`src/rtl/mem_ctrl.sv`:
```
// Single-port synchronous RAM with valid/ready requests, byte enables,
// fixed read latency, post-reset zeroing and out-of-range flagging.
//
// Ports:
//   clk, rst        clock, async active-high reset
//   req_valid/ready request handshake
//   req_wr          1 = write, 0 = read
//   req_addr        word address
//   req_wdata       write data
//   req_be          per-byte write enables
//   rsp_valid       one-cycle pulse per accepted read
//   rsp_rdata       read data (0 when rsp_valid=0)
//   rsp_err         read address was >= DEPTH
//   init_done       clear sequence finished
module mem_ctrl #(
  parameter int DWIDTH         = 32,
  parameter int AWIDTH         = 5,
  parameter int DEPTH          = 32,
  parameter int RD_LATENCY     = 1,
  parameter int CLEAR_ON_RESET = 1
) (
  input  logic                clk,
  input  logic                rst,
  input  logic                req_valid,
  output logic                req_ready,
  input  logic                req_wr,
  input  logic [AWIDTH-1:0]   req_addr,
  input  logic [DWIDTH-1:0]   req_wdata,
  input  logic [DWIDTH/8-1:0] req_be,
  output logic                rsp_valid,
  output logic [DWIDTH-1:0]   rsp_rdata,
  output logic                rsp_err,
  output logic                init_done
);

  localparam int BWIDTH = DWIDTH / 8;
  localparam int IW     = (DEPTH > 1) ? $clog2(DEPTH) : 1;

  // One extra bit so DEPTH = 2^AWIDTH is representable.
  localparam logic [AWIDTH:0] DEPTH_W = (AWIDTH+1)'(DEPTH);
  localparam logic [AWIDTH:0] LAST_W  = (AWIDTH+1)'(DEPTH - 1);

  typedef enum logic {
    CLEAR = 1'b0,
    READY = 1'b1
  } state_t;

  localparam state_t RST_STATE =
    (CLEAR_ON_RESET != 0) ? CLEAR : READY;

  state_t          state_q;
  state_t          state_d;
  logic [AWIDTH:0] cnt_q;
  logic            clr_we;

  logic            acc;
  logic            rd_acc;
  logic            wr_acc;
  logic            in_range;
  logic [IW-1:0]   req_idx;
  logic [IW-1:0]   clr_idx;

  logic [DWIDTH-1:0] mem [DEPTH];

  logic              vld_q [RD_LATENCY];
  logic              err_q [RD_LATENCY];
  logic [DWIDTH-1:0] dat_q [RD_LATENCY];

  // State register
  always_ff @(posedge clk or posedge rst) begin
    if (rst) begin
      state_q <= RST_STATE;
    end else begin
      state_q <= state_d;
    end
  end

  always_ff @(posedge clk or posedge rst) begin
    if (rst) begin
      cnt_q <= '0;
    end else if (state_q == CLEAR) begin
      cnt_q <= cnt_q + 1'b1;
    end
  end

  // Next-state logic
  always_comb begin
    state_d = state_q;
    unique case (state_q)
      CLEAR: if (cnt_q == LAST_W) state_d = READY;
      READY: state_d = READY;
      default: state_d = RST_STATE;
    endcase
  end

  // Output logic
  always_comb begin
    req_ready = 1'b0;
    init_done = 1'b0;
    clr_we    = 1'b0;
    unique case (state_q)
      CLEAR: clr_we = 1'b1;
      READY: begin
        req_ready = 1'b1;
        init_done = 1'b1;
      end
      default: clr_we = 1'b0;
    endcase
  end

  assign acc      = req_valid & req_ready;
  assign rd_acc   = acc & ~req_wr;
  assign wr_acc   = acc & req_wr;
  assign in_range = {1'b0, req_addr} < DEPTH_W;
  assign req_idx  = req_addr[IW-1:0];
  assign clr_idx  = cnt_q[IW-1:0];

  // Array has no reset; only the clear sequence zeroes it.
  always_ff @(posedge clk) begin
    if (clr_we) begin
      mem[clr_idx] <= '0;
    end else if (wr_acc && in_range) begin
      for (int b = 0; b < BWIDTH; b++) begin
        if (req_be[b]) begin
          mem[req_idx][8*b +: 8] <= req_wdata[8*b +: 8];
        end
      end
    end
  end

  // Stage 0 samples the array at acceptance; later stages delay it.
  always_ff @(posedge clk or posedge rst) begin
    if (rst) begin
      for (int i = 0; i < RD_LATENCY; i++) begin
        vld_q[i] <= 1'b0;
        err_q[i] <= 1'b0;
        dat_q[i] <= '0;
      end
    end else begin
      vld_q[0] <= rd_acc;
      err_q[0] <= rd_acc & ~in_range;
      dat_q[0] <= (rd_acc && in_range) ? mem[req_idx] : '0;
      for (int i = 1; i < RD_LATENCY; i++) begin
        vld_q[i] <= vld_q[i-1];
        err_q[i] <= err_q[i-1];
        dat_q[i] <= dat_q[i-1];
      end
    end
  end

  assign rsp_valid = vld_q[RD_LATENCY-1];
  assign rsp_err   = vld_q[RD_LATENCY-1] & err_q[RD_LATENCY-1];
  assign rsp_rdata = vld_q[RD_LATENCY-1] ? dat_q[RD_LATENCY-1] : '0;

endmodule
```
`config.mk`:
```
export PLATFORM = sky130hd
export DESIGN_NAME = mem_ctrl
export DESIGN_NICKNAME = d
export VERILOG_FILES = /design/src/rtl/mem_ctrl.sv
export SDC_FILE = /design/constraint.sdc
export NUM_CORES = 1
export LEC_CHECK = 0
export ABC_AREA = 1
export CORE_MARGIN = 3
export CORE_UTILIZATION = 55
export CTS_BUF_LIST = sky130_fd_sc_hd__clkbuf_16
export CTS_CLUSTER_DIAMETER = 60
export DETAILED_ROUTE_END_ITERATION = 8
export PLACE_DENSITY = 0.81
export SYNTH_ARGS = -nofsm -noshare
export SYNTH_HDL_FRONTEND = slang
export SYNTH_SLANG_ARGS = --single-unit
```
`constraint.sdc`:
```
create_clock -name clk -period 3.15 [get_ports clk]
set_clock_uncertainty 0.15 [all_clocks]
set_input_delay 0.4725 -clock clk [delete_from_list [all_inputs] [get_ports clk]]
set_output_delay 0.4725 -clock clk [all_outputs]
set_load 0.01 [all_outputs]
```
==> flow_summary_export.csv <==
group,metric,value,unit
yosys,synthesis.nets,3945,
floorplanning,die_area,84240,um2
yosys,yosysWarnings,0,
place,gp_routability_congestion,0.8809,
power_and_ir_drop,ir_drop,0.0005252,V
cts,post_cts_hold_buffer_count,0,
power_and_ir_drop,intPower,22.97,mW
yosys,most_instantiated_flip_flop_cell_in_the_synthesis_netlist,"edfxtp_1",
place,buffer_ports.inserted,79,
worst_setup_path,crit_path_max_fanout,11,
cts,insertion_delay_of_the_later_clocked_pin_in_the_worst_skew_pair,650,ps
cts,count_of_clock_tree_sinks,1064,
cts,path_clk_slew,60,ps
yosys,synth_largest_area_cell,"edfxtp_1",
outcome,status,"complete, no violations",
place,hpwl,65000,um
grt,first_global_vias,29400,
floorplanning,ioPinCount,81,
final_layout,multi_input_comb_area,11330,um2
sta,grt_setup_unrepaired,"no",
power_and_ir_drop,power.switching_fraction,0.2230,
final_layout,final_util,0.6391,
yosys,yosys-top-cells-count,"1,301 x nand2_1, 1,024 x edfxtp_1, 698 x nand3_1",
drt,dr_total_vias,30470,
power_and_ir_drop,power_density,581.8,nW/um2
sta,tightestPinTransition,883.0,ps
cts,worst_case_clock_buffer_depth,3,
drt,ant_nets,0,
sta,final.min_clock_period,2753,ps
worst_setup_path,critical_path.startpoint_type,"flop",
sta,timing.final.max_slew_violations,0,
worst_setup_path,timing.critical_path.required,3270,ps
power_and_ir_drop,power_frac_comb,0.069,
grt,grt_antenna_before_repair,2,
final_layout,number_of_antenna_cells_inserted,0,
yosys,asyncSetResetFlopFracSynth,0.03759,
sta,relSlewSlack,0.4113,
cts,cts-htree-levels,3,
worst_setup_path,critical_path.most_common_cell,"nand2_1",
grt,grt_max_degree,145,
sta,final.period_utilization,0.8739,
final_layout,register_area,31750,um2
floorplanning,core_area,79520,um2
final_layout,drive_above_1_share,0.1226,
yosys,synth.top_cells.by_area,"edfxtp_1 69%, nand2_1 11%, nand3_1 7.9%",
cts,tritoncts_clock_tree,"built",
worst_setup_path,worst_path_largest_cell_delay,590,ps
job,drv.max_cap_violation_count,0,
cts,post_cts_buffers,0,
sta,total_negative_slack_for_setup_checks,0,ps
worst_setup_path,timing.critical_path.slowest_stage_cell,"nor3_2",
final_layout,fill_cells,5495,
power_and_ir_drop,total_power,29.56,mW
yosys,synth.ff_latch_count,1064,
yosys,post_synthesis_sequential_area_ratio,0.7145,
sta,hold-worst-slack,125.7,ps
yosys,ys_types,29,
grt,global_router_s_overall_resource_usage,0.2605,
worst_setup_path,arrival,2870,ps
worst_setup_path,cp_cell_sequence,"nand2_2 > nor2_4 > o21ai_1 > nand2_1 > nand2_1 > nand2_4 > nand3_4 > nor3_2",
power_and_ir_drop,power_frac_seq,0.527,
power_and_ir_drop,power.static_leakage,19.71,nW
cts,cts.root.buffer_cell,"clkbuf_16",
floorplanning,die_height,290.2,um
yosys,synthesis.area_per_instance,11.40,um2
cts,cts_inserted_buffers,101,
place,place.detailed.instances,4960,
power_and_ir_drop,power.clock.fraction,0.404,
worst_setup_path,endpoint_kind,"flop",
sta,report.final.hold_viol_count,0,
yosys,synthMostInstantiatedCell,"nand2_1",
yosys,syn-instance-count,3899,
sta,endpoints_failing_setup,0,
final_layout,stdcell_count,5146,
floorplanning,die_w,290.2,um
floorplanning,start_util,0.5589,
drt,routed_wire_length_per_instance,21.74,um
drt,vias_per_cell,5.921,
yosys,mappedNetlistArea,44440,um2
drt,drt_first_pass_iters,6,
cts,cts_repair_resize_count,0,
grt,global_route.overflow_total,0,
power_and_ir_drop,p_switching,6.593,mW
yosys,edff_count_synth,1024,
sta,maxClockFrequency,363.3,MHz
drt,route.final.wire_length,111900,um
min_path,min-delay-path-class,"input pin to asynchronous set/reset pin",
yosys,synthDominantCellAreaShare,0.6920,
grt,grt_pass1_wl,168600,um
worst_setup_path,crit_type,"flop to flop",
drt,detail_route.drc_violations,0,
final_layout,layout.nets,4059,
drt,initialDrtViolationCount,4099,
floorplanning,floorplan.rows,103,
final_layout,flow.area_growth_from_synthesis,14.35,%
per-layer routing:
metal	vias up	global-route usage	share of wire	routed length, um
li1	13700	-	-	-
met1	14380	0.3547	0.37	41910
met2	2044	0.4197	0.47	52500
met3	344	0.05044	0.12	13120
met4	4	0.09983	0.038	4292
met5	-	0	0.00033	37
critical path, delay by kind of cell (launching register included):
kind | cells | cell delay, ps
and+or+nand+nor | 7 | 1700
DFF | 1 | 380
AOI/OAI and AO/OA | 1 | 130
sequential cells by signal, summed over array words and instances (netlist names):
register / cells
dat_q: 32
rsp_valid: 1
mem: 1024
cnt_q: 6
state_q: 1
power by group through the flow:
stage               Sequential, mW  Combinational [mW]  Clock (mW)
global placement              15.9                1.94           0
finish                        15.6                2.05        11.9
detailed placement            15.9                1.98           0
CTS                           15.6                2.00        12.0
global route                  15.6                2.17        12.6
floorplan                     15.9                1.14           0
stage by stage:
| stage | setup slack, ps | area (um2) |
|---|---|---|
| after floorplan | 563.2 | 44440 |
| after global placement | -41.66 | 47540 |
| after detailed placement | -117.8 | 47540 |
| after CTS | 399.4 | 50820 |
| after global routing | 219.4 | 50820 |
| final | 397.4 | 50820 |
kinds of logic after synthesis:
group / Yosys count / synth area share
AND/OR/NAND/NOR: 2391 / 0.2398
flip-flops: 1064 / 0.7145
buffers and inverters: 342 / 0.03356
adder cells (fa/ha/maj): 1 / 0.0002815
XOR/XNOR: 5 / 0.0009857
other: 1 / 0.00008439
AO/OA/AOI/OAI: 95 / 0.01076
path summary, 6_finish.rpt:
path	start	endpoint	slack, ps	cells after the start
setup / recovery	state_q	mem[31][0]	400	8
hold / removal	rst	dat_q[15]	130	2
setup reg to reg	state_q	mem[31][0]	400	8
hold reg to reg	cnt_q[5]	cnt_q[5]	340	1
max in group asynchronous	rst	dat_q[21]	2120	3
min in group clk	req_addr[2]	dat_q[11]	310	5
cells in the final DEF (no fill, tap or decap), types with 4 or more instances in the layout:
master           netlist  final
buf_4                  3    152
buf_12                 0     46
nand3_4                8      8
inv_1                 73     95
clkinv_2               0     13
a21oi_4                0      4
nand2_4                5      5
clkdlybuf4s50_1        0     74
nand2_2                9      9
nor2_1               237    204
nor3_1                37     37
inv_6                  0      5
o21ai_1               13     13
edfxtp_1            1024   1024
nor3_2                92     92
bufinv_16              0     12
nor2_2                 0     32
o21ai_0               73     73
nand2_1             1301   1301
clkbuf_16              0    102
clkinvlp_4             0      5
a21oi_1                8      4
clkinv_4               0      4
nand3_1              698    698
clkinv_1               2     20
dfrtp_1               40     40
area by class of cell:
type | count | share of cell area
multi-input combinational | 2493 | 0.2229
inverter | 77 | 0.006032
clock buffer | 102 | 0.05023
clock inverter | 84 | 0.01423
tap | 1050 | 0.02585
timing repair buffer | 276 | 0.05592
sequential | 1064 | 0.6248
No activity file was read; power rests on OpenSTA's default activity.
